==> config.mk <==
export PLATFORM = sky130hd
export DESIGN_NAME = io_reg_responder_flat
export DESIGN_NICKNAME = d
export VERILOG_FILES = /design/src/rtl/io_pkg.sv /design/src/rtl/io_reg_responder_if.sv /design/src/rtl/io_byte_reg.sv /design/src/rtl/io_reg_responder.sv /design/src/flat_wrapper.sv
export SDC_FILE = /design/constraint.sdc
export NUM_CORES = 1
export LEC_CHECK = 0
export ABC_AREA = 1
export CAP_MARGIN = 20
export CORE_AREA = 3 3 170 172
export CTS_CLUSTER_SIZE = 28
export DETAILED_ROUTE_END_ITERATION = 12
export DIE_AREA = 0 0 173 175
export GPL_TIMING_DRIVEN = 0
export PLACE_DENSITY = 0.68
export SYNTH_ARGS = -nofsm -noshare
export SYNTH_HDL_FRONTEND = slang
export SYNTH_SLANG_ARGS = --single-unit
==> constraint.sdc <==
create_clock -name clk_i -period 21.1 [get_ports clk_i]
set_input_delay 6.33 -clock clk_i [delete_from_list [all_inputs] [get_ports clk_i]]
set_output_delay 6.33 -clock clk_i [all_outputs]
set_load 0.02 [all_outputs]
==> src/rtl/io_pkg.sv <==
// Shared constants for the I/O page register responder: FSM encodings, register
// indices, the I/O page number and the byte-lane merge helper.
package io_pkg;

    localparam logic [1:0] StIdle = 2'd0;
    localparam logic [1:0] StWait = 2'd1;
    localparam logic [1:0] StAck  = 2'd2;

    localparam int unsigned NumScratch = 6;
    localparam logic [2:0]  RegCnt     = 3'd6;
    localparam logic [2:0]  RegId      = 3'd7;

    localparam logic [11:0] IoPage = 12'hFD0;

    function automatic logic [31:0] lane_merge(input logic [31:0] base,
                                               input logic [31:0] d,
                                               input logic [3:0]  be);
        logic [31:0] r;
        r = base;
        for (int b = 0; b < 4; b++) begin
            if (be[b]) r[8*b +: 8] = d[8*b +: 8];
        end
        return r;
    endfunction

endpackage

==> src/rtl/io_reg_responder_if.sv <==
// Bridge-to-device bus bundle: request side driven by the bridge master port,
// acknowledge/read-data/tag side driven by the responder.
interface io_reg_responder_if;
    logic        cyc_i;
    logic        stb_i;
    logic        we_i;
    logic [3:0]  sel_i;
    logic [31:0] adr_i;
    logic [31:0] dat_i;
    logic [5:0]  core_i;
    logic        ack_o;
    logic [31:0] dat_o;
    logic [5:0]  core_o;

    modport master (
        output cyc_i, stb_i, we_i, sel_i, adr_i, dat_i, core_i,
        input  ack_o, dat_o, core_o
    );

    modport slave (
        input  cyc_i, stb_i, we_i, sel_i, adr_i, dat_i, core_i,
        output ack_o, dat_o, core_o
    );
endinterface

==> src/rtl/io_byte_reg.sv <==
// 32-bit register with per-byte write enables; unselected lanes load base_i, so
// the same cell serves both hold-style scratch registers and the counter.
module io_byte_reg
    import io_pkg::*;
(
    input  logic        clk_i,
    input  logic        rst_i,
    input  logic [3:0]  be_i,
    input  logic [31:0] base_i,
    input  logic [31:0] d_i,
    output logic [31:0] q_o
);

    always_ff @(posedge clk_i or posedge rst_i) begin
        if (rst_i) begin
            q_o <= '0;
        end else begin
            q_o <= lane_merge(base_i, d_i, be_i);
        end
    end

endmodule

==> src/rtl/io_reg_responder.sv <==
// Single 4 KB page I/O responder: six scratch registers, cycle counter and ID word.
// Define IO_RESP_WAIT_EN to add WAIT_STATES wait cycles and the loadable cycle counter.
module io_reg_responder
    import io_pkg::*;
#(
    parameter logic [31:0] IO_BASE     = {IoPage, 20'hA0000},
    parameter logic [31:0] DEV_ID      = 32'h52524731,
    parameter int unsigned WAIT_STATES = 2
) (
    input  logic                clk_i,
    input  logic                rst_i,
    io_reg_responder_if.slave   bus
);

    logic [1:0]  state_q, state_d;
    logic        latch, commit, wait_done;
    logic        cs, active;
    logic        we_q;
    logic [3:0]  sel_q;
    logic [2:0]  idx_q;
    logic [31:0] wdat_q;
    logic [5:0]  core_q;
    logic        ack_q;
    logic [31:0] rdat_q;
    logic [5:0]  rcore_q;
    logic [31:0] rdata;
    logic [31:0] scratch_q [NumScratch];

    assign active = bus.cyc_i & bus.stb_i;
    assign cs     = active & (bus.adr_i[31:12] == IO_BASE[31:12]);

    // Word offsets above the register file alias; byte offset is ignored.
    logic unused_adr;
    assign unused_adr = ^{bus.adr_i[11:5], bus.adr_i[1:0]};

`ifdef IO_RESP_WAIT_EN
    logic [3:0]  wcnt_q, wcnt_d;
    logic [31:0] cnt_q, cnt_inc;
    logic [3:0]  cnt_be;

    assign wait_done = (wcnt_q == 4'd0);

    always_comb begin
        wcnt_d = wcnt_q;
        if (latch) begin
            wcnt_d = 4'(WAIT_STATES);
        end else if (state_q == StWait && !wait_done) begin
            wcnt_d = wcnt_q - 4'd1;
        end
    end

    always_ff @(posedge clk_i or posedge rst_i) begin
        if (rst_i) wcnt_q <= '0;
        else       wcnt_q <= wcnt_d;
    end

    assign cnt_inc = cnt_q + 32'd1;
    assign cnt_be  = (commit && we_q && idx_q == RegCnt) ? sel_q : 4'b0000;

    io_byte_reg u_cnt (
        .clk_i  (clk_i),
        .rst_i  (rst_i),
        .be_i   (cnt_be),
        .base_i (cnt_inc),
        .d_i    (wdat_q),
        .q_o    (cnt_q)
    );
`else
    // The decode cycle between latch and ack remains; only the count is gone.
    assign wait_done = 1'b1;
    logic unused_wait;
    assign unused_wait = (WAIT_STATES != 0);
`endif

    for (genvar i = 0; i < NumScratch; i++) begin : g_scratch
        logic [3:0] be;
        assign be = (commit && we_q && idx_q == 3'(i)) ? sel_q : 4'b0000;
        io_byte_reg u_reg (
            .clk_i  (clk_i),
            .rst_i  (rst_i),
            .be_i   (be),
            .base_i (scratch_q[i]),
            .d_i    (wdat_q),
            .q_o    (scratch_q[i])
        );
    end

    // Read mux sees pre-write contents since registers update on the commit edge.
    always_comb begin
        rdata = '0;
        for (int i = 0; i < NumScratch; i++) begin
            if (idx_q == 3'(i)) rdata = scratch_q[i];
        end
`ifdef IO_RESP_WAIT_EN
        if (idx_q == RegCnt) rdata = cnt_q;
`endif
        if (idx_q == RegId) rdata = DEV_ID;
    end

    always_comb begin
        state_d = state_q;
        latch   = 1'b0;
        commit  = 1'b0;
        case (state_q)
            StIdle: begin
                if (cs) begin
                    latch   = 1'b1;
                    state_d = StWait;
                end
            end
            StWait: begin
                if (!active) begin
                    state_d = StIdle;
                end else if (wait_done) begin
                    commit  = 1'b1;
                    state_d = StAck;
                end
            end
            StAck: begin
                if (!bus.stb_i) state_d = StIdle;
            end
            default: state_d = StIdle;
        endcase
    end

    always_ff @(posedge clk_i or posedge rst_i) begin
        if (rst_i) begin
            state_q <= StIdle;
            we_q    <= 1'b0;
            sel_q   <= '0;
            idx_q   <= '0;
            wdat_q  <= '0;
            core_q  <= '0;
            ack_q   <= 1'b0;
            rdat_q  <= '0;
            rcore_q <= '0;
        end else begin
            state_q <= state_d;
            if (latch) begin
                we_q   <= bus.we_i;
                sel_q  <= bus.sel_i;
                idx_q  <= bus.adr_i[4:2];
                wdat_q <= bus.dat_i;
                core_q <= bus.core_i;
            end
            if (commit) begin
                ack_q   <= 1'b1;
                rdat_q  <= rdata;
                rcore_q <= core_q;
            end else if (state_q == StAck && !bus.stb_i) begin
                ack_q   <= 1'b0;
                rdat_q  <= '0;
                rcore_q <= '0;
            end
        end
    end

    assign bus.ack_o  = ack_q;
    assign bus.dat_o  = rdat_q;
    assign bus.core_o = rcore_q;

endmodule

==> src/flat_wrapper.sv <==
// flat-port wrapper written by rule: the top's interface ports become plain ports
module io_reg_responder_flat import io_pkg::*;
#(
    parameter logic [31:0] IO_BASE     = {IoPage, 20'hA0000},
    parameter logic [31:0] DEV_ID      = 32'h52524731,
    parameter int unsigned WAIT_STATES = 2
)
  (clk_i, rst_i, bus_cyc_i, bus_stb_i, bus_we_i, bus_sel_i, bus_adr_i, bus_dat_i, bus_core_i, bus_ack_o, bus_dat_o, bus_core_o);
  io_reg_responder_if bus_i ();
  input  logic clk_i;
  input  logic rst_i;
  input wire logic [$bits(bus_i.cyc_i)-1:0] bus_cyc_i;
  input wire logic [$bits(bus_i.stb_i)-1:0] bus_stb_i;
  input wire logic [$bits(bus_i.we_i)-1:0] bus_we_i;
  input wire logic [$bits(bus_i.sel_i)-1:0] bus_sel_i;
  input wire logic [$bits(bus_i.adr_i)-1:0] bus_adr_i;
  input wire logic [$bits(bus_i.dat_i)-1:0] bus_dat_i;
  input wire logic [$bits(bus_i.core_i)-1:0] bus_core_i;
  output wire logic [$bits(bus_i.ack_o)-1:0] bus_ack_o;
  output wire logic [$bits(bus_i.dat_o)-1:0] bus_dat_o;
  output wire logic [$bits(bus_i.core_o)-1:0] bus_core_o;
  assign bus_i.cyc_i = bus_cyc_i;
  assign bus_i.stb_i = bus_stb_i;
  assign bus_i.we_i = bus_we_i;
  assign bus_i.sel_i = bus_sel_i;
  assign bus_i.adr_i = bus_adr_i;
  assign bus_i.dat_i = bus_dat_i;
  assign bus_i.core_i = bus_core_i;
  assign bus_ack_o = bus_i.ack_o;
  assign bus_dat_o = bus_i.dat_o;
  assign bus_core_o = bus_i.core_o;
  io_reg_responder #(.IO_BASE(IO_BASE), .DEV_ID(DEV_ID), .WAIT_STATES(WAIT_STATES)) u_core (.clk_i(clk_i), .rst_i(rst_i), .bus(bus_i));
endmodule
### Yosys cells after proc, flatten, opt, wreduce, memory -nomap -nowiden

Index checks and enable logic that the tools add are counted.

| storage, ports and cells | value |
|---|---|
| bits of input ports | 79 |
| word-level logic and storage cells | 86 |
| RAM bits | 0 |
| memories | 0 |
| bits in read-only memories | 0 |
| bits in latches | 0 |
| flip-flop bits (word level) | 279 |
| output and inout bits | 39 |

| cells by class | value |
|---|---|
| equality and inequality tests | 11 |
| magnitude comparators | 0 |
| reductions and logical operators | 13 |
| add/sub/neg operators | 0 |
| divide/modulo/power cells | 0 |
| bitwise logic cells | 2 |
| multipliers | 0 |
| shift-type cells | 0 |
| multiplexer cells | 27 |

Operators with widths:

| cell | count |
|---|---|
| 2-to-1 mux 32 bit | 9 |
| 2-to-1 mux 4 bit | 6 |
| == test 20 bit, second input constant | 1 |
| 2-to-1 mux 6 bit | 2 |
| == test 3 bit, second input constant | 3 |
| logical AND 1 bit | 8 |
| == test 3 x 2 -> 1 bit, second input constant | 2 |
| 2-to-1 mux 1 bit | 6 |
| 2-to-1 mux 2 bit | 3 |
| one-hot mux 2 bit (3 select lines) | 1 |
| == test 3 x 1 -> 1 bit, second input constant | 1 |
| logical NOT 3 bit | 1 |
| bitwise AND 1 bit | 2 |
| == test 2 x 1 -> 1 bit, second input constant | 1 |
| == test 2 bit, second input constant | 1 |
| logical NOT 2 bit | 1 |
| != test 2 x 1 -> 1 bit, second input constant | 1 |
| != test 2 bit, second input constant | 1 |
| AND reduction 2 bit | 1 |
| nonzero test 2 bit | 1 |
| logical NOT 1 bit | 1 |

### Depth between registers and ports, before layout

| depth | value |
|---|---|
| word-level depth | 9 |
| gate-level depth with buffers | 10 |
| gate-level depth less buffers | 9 |

### By module

A second synthesis with hierarchy kept.

| second synthesis, totals | value |
|---|---|
| cell total of the unflattened synthesis | 1613 |
| area, all modules | 12545.8 um^2 |

By module, submodules not included:

| module | area each (um^2) | seq. area each (um^2) | cells an instance | instances |
|---|---|---|---|---|
| io_byte_reg | 1224.9 | 800.8 | 137 | 6 |
| io_reg_responder | 5196.2 | 2177.1 | 791 | 1 |

### Least setup slack after synthesis

Ideal clock, no wire load.

| timing path | value |
|---|---|
| path kind | input to register |
| start point | in bus_stb_i |
| end point | reg u_core.g_scratch[0].u_reg.q_o[16] |
| arrival time | 7.366 ns |
| setup time | 0.125 ns |
| path buffers | 2 |
| setup slack | 13.610 ns |
| stages on the path | 9 |
| data required time | 20.975 ns |
| path through | inv_1 -> nor2_2 -> nand2_2 -> nor2_4 -> buf_4 -> nand3_2 -> buf_2 -> nand2_1 -> o21ai_1 |

| between the ends | value |
|---|---|
| cells in the longest elaborated chain, start to end | 6 |

RTL lines:

| element | line | source |
|---|---|---|
| start, declared | flat_wrapper.sv:13 | `input wire logic [$bits(bus_i.stb_i)-1:0] bus_stb_i;` |
| bitwise AND 1 bit | io_reg_responder.sv:29 | `assign active = bus.cyc_i & bus.stb_i;` |
| 2-to-1 mux 1 bit | io_reg_responder.sv:112 | `if (!active) begin` |
| 2-to-1 mux 1 bit | io_reg_responder.sv:104 | `case (state_q)` |
| logical AND 1 bit (2 in series) | io_reg_responder.sv:77 | `assign be = (commit && we_q && idx_q == 3'(i)) ? sel_q : 4'b0000;` |
| 2-to-1 mux 4 bit | io_reg_responder.sv:77 |  |
| end signal, assigned | io_byte_reg.sv:18 | `q_o <= lane_merge(base_i, d_i, be_i);` |
| end, declared | io_byte_reg.sv:11 | `output logic [31:0] q_o` |

Every way passes these cells.
A chain may end at the register's enable or synchronous reset.

### Worst setup path after layout

| timing path | value |
|---|---|
| start point | in bus_adr_i[31] |
| end point | reg u_core.idx_q[0] |

| between the ends | value |
|---|---|
| cells in the longest elaborated chain, start to end | 4 |

RTL lines:

| element | line | source |
|---|---|---|
| start, declared | flat_wrapper.sv:16 | `input wire logic [$bits(bus_i.adr_i)-1:0] bus_adr_i;` |
| == test 20 bit | io_reg_responder.sv:30 | `assign cs = active & (bus.adr_i[31:12] == IO_BASE[31:12]);` |
| bitwise AND 1 bit | io_reg_responder.sv:30 |  |
| 2-to-1 mux 1 bit | io_reg_responder.sv:106 | `if (cs) begin` |
| 2-to-1 mux 1 bit | io_reg_responder.sv:104 |  |
| end signal, assigned | io_reg_responder.sv:142 | `idx_q <= bus.adr_i[4:2];` |
| end, declared | io_reg_responder.sv:20 | `logic [2:0] idx_q;` |

Every way passes these cells.

==> flow_summary.ini <==
[status]
outcome = completed

[layout]
drive_gt1_share_pct = 10.3
final_cells = 1974
diodes = 0
fin_area_um2 = 14900
syn2layout_area_growth_pct = 21.7
nets = 1652

[grt]
antenna_found_initial = 1
grt_max_degree = 120
grt_pass1_wl_um = 55200
grt_pass1_vias = 10000
track_usage_pct = 22.6
grt_overflow_total = 0

[worst_setup_path]
crit_chain = clkdlybuf4s50_1 -> nand2_1 -> inv_1 -> nand3_1 -> nor3_1 -> clkbuf_1 -> buf_2 -> nand3_1 -> nand2_1
crit_end = u_core.idx_q[0]$_DFFE_PP0P_
max_stage_delay_ns = 0.72
reg2reg_from = u_core.idx_q[1]$_DFFE_PP0P_
crit_path_top_delay_cell = clkbuf_1
cp-end-kind = flip-flop
crit_buf_inv = 4
crit_fanout = 10
start_kind = primary input
reg2reg_depth = 9
arrival_ns = 8.55
crit_required_ns = 21.60
crit_family = buffers and inverters
crit_type = in -> reg
cp_num_cells = 9
r2r_setup_slack_ns = 18.79
crit_path_start = bus_adr_i[31]
r2r_end = u_core.bus.dat_o[7]$_DFFE_PP0P_

[placed_design]
dp_cells = 1919
io_buffer_count = 108
dp_hpwl_um = 22900
place_congestion = 0.852
place_area_um2 = 13900

[synth]
ys_async_sr_fraction_pct = 100
yosys.area.top_type = dfrtp_1
yosysMostFrequentCell = nand2_1
ys_ff_latch = 279
synth-seq-area-share_pct = 56.9
synth.top_cells.by_area = dfrtp_1 (57%), nand2_1 (17%), o21ai_1 (5.3%)
synth_area_um2 = 12300
synthFlopType = dfrtp_1
yosys-top-cells-count = nand2_1 (545), dfrtp_1 (279), o21ai_1 (129), nand3_1 (79), inv_1 (78)
synth-edff-count = 0
ys_types = 27
synth_warnings = 0
syn_avg_cell_area_um2 = 8.57
synth_fp_nets = 1510
synth_top_area_share_pct = 56.9
synthCells = 1431

[detailed_routing]
via_count = 10200
drc = 0
wl_per_cell_um = 17.2
drt_pass1_iterations = 7
postRouteAntennaNets = 0
vias_per_cell = 5.18
drt_wl_total_um = 34000
drtIter0Drc = 937

[floorplan]
ios = 118
start_util_pct = 44.4
die_w_um = 173
rows = 61
die-area_um2 = 30300
fp.dieH_um = 175
core-area_um2 = 27600

[sta]
fin_setup_tns_ns = 0
rsz0062_at_grt = no
slew_headroom_pct = 39.6
drv_slew = 0
setup_viol = 0
hold_violations = 0
worstMarginPinSlew_ns = 0.907
layout_worst_path_cycle_share_pct = 38.2
skew_ns = 0.0170
period_minus_slack_ns = 8.06
max_freq_mhz = 124

[cts]
postCtsResizedCells = 0
clock_path_buffers = 3
cts_made_buffers = 29
htree_levels = 1
cts.sinks = 279
clk_latency_ns = 0.55
hold_buffers = 0
cts-root-buf = clkbuf_16
cts_tree = built
clkSlewWorstSetupHoldPaths_ns = 0.06
post_cts_buffers = 0

[power_and_ir_drop]
leakagePower_nw = 6.93
irDropWorstVdd_v = 0.0000441
power_density_nw_per_um2 = 74.4

[min_path]
hold_class = reg -> reg

[job]
drv_cap = 0
==> report_power, final <==
part	internal, mW	total, mW	switching (mW)
logic	0.0128	0.0266	0.0139
clock network	0.334	0.548	0.214
registers	0.535	0.535	0.000000991
==> per-stage QoR <==
step | power [mW] | hold WS, ns | utilization, % | worst slack, ns
5_1_grt | 1.14 | 0.483 | 54.0 | 12.91
6_report | 1.11 | 0.471 | 54.0 | 13.04
3_5_place_dp | 0.572 | 0.459 | 50.2 | 12.49
3_3_place_gp | 0.571 | 0.454 | 50.0 | 3.63
2_1_floorplan | 0.554 | 0.442 | - | 7.08
4_1_cts | 1.12 | 0.474 | 54.0 | 13.06
==> cell usage in the layout (no fill, tap or decap), types with 31 or more instances in the layout <==
cell type        netlist  routed
a21oi_1               31      31
buf_2                 34      34
clkdlybuf4s50_1        0     108
dfrtp_1              279     279
inv_1                 78      77
nand2_1              545     545
nand3_1               79      79
nand4_1               36      36
nor2_1                75      75
o21ai_0               32      32
o21ai_1              129     129
o21ai_2               32      32
==> cell type report <==
class	instances	area, um2
multi-input combinational	996	4570
clock inverter	8	155
tap	378	473
inverter	83	319
fill	2579	12700
timing repair buffer	111	1140
clock buffer	46	880
buffer	73	395
sequential	279	6980
==> state kept, by name, indices dropped and copies added (netlist names) <==
signal / flops
u_core.idx_q: 3
u_core.we_q: 1
u_core.bus.core_o: 6
u_core.core_q: 6
u_core.g_scratch.u_reg.q_o: 192
u_core.bus.dat_o: 32
u_core.sel_q: 4
u_core.bus.ack_o: 1
u_core.state_q: 2
u_core.wdat_q: 32
==> worst reg2reg max path, stage by stage (launching register included) <==
cell and delay (ns):
dfrtp_1 0.38, buf_6 0.15, nor2_2 0.23, nand2_1 0.15, inv_2 0.22, buf_1 0.67, a21oi_1 0.18, nand4_1 0.16
nand2_1 0.07, nand2_1 0.06
==> how the worst min path moves through the flow <==
stage                                              from                            end  cells past startpoint
after global routing      u_core.wdat_q[16]$_DFFE_PP0P_  u_core.wdat_q[16]$_DFFE_PP0P_                      2
after global placement          u_core.we_q$_DFFE_PP0P_        u_core.we_q$_DFFE_PP0P_                      2
after detailed placement   u_core.core_q[3]$_DFFE_PP0P_   u_core.core_q[3]$_DFFE_PP0P_                      2
after floorplan            u_core.wdat_q[0]$_DFFE_PP0P_   u_core.wdat_q[0]$_DFFE_PP0P_                      2
after CTS                  u_core.core_q[3]$_DFFE_PP0P_   u_core.core_q[3]$_DFFE_PP0P_                      2
final                     u_core.wdat_q[14]$_DFFE_PP0P_  u_core.wdat_q[14]$_DFFE_PP0P_                      2
==> layer usage <==
metal / track usage, % / vias up / wire (um)
met5: 0 / - / 9
met4: 7.23 / 2 / 919
met3: 4.65 / 66 / 2460
met2: 36.5 / 330 / 15700
met1: 30.8 / 4918 / 14900
li1: - / 4915 / -
==> cell families (layout without fill, tap and decap cells) <==
family / after synthesis / after routing / share of synthesized area, %
DFF: 279 / 279 / 56.9
and+or+nand+nor: 770 / 770 / 27.1
AOI/OAI and AO/OA: 226 / 226 / 10.2
buffers and inverters: 156 / 321 / 5.77
(Power assumes the default switching activity.)
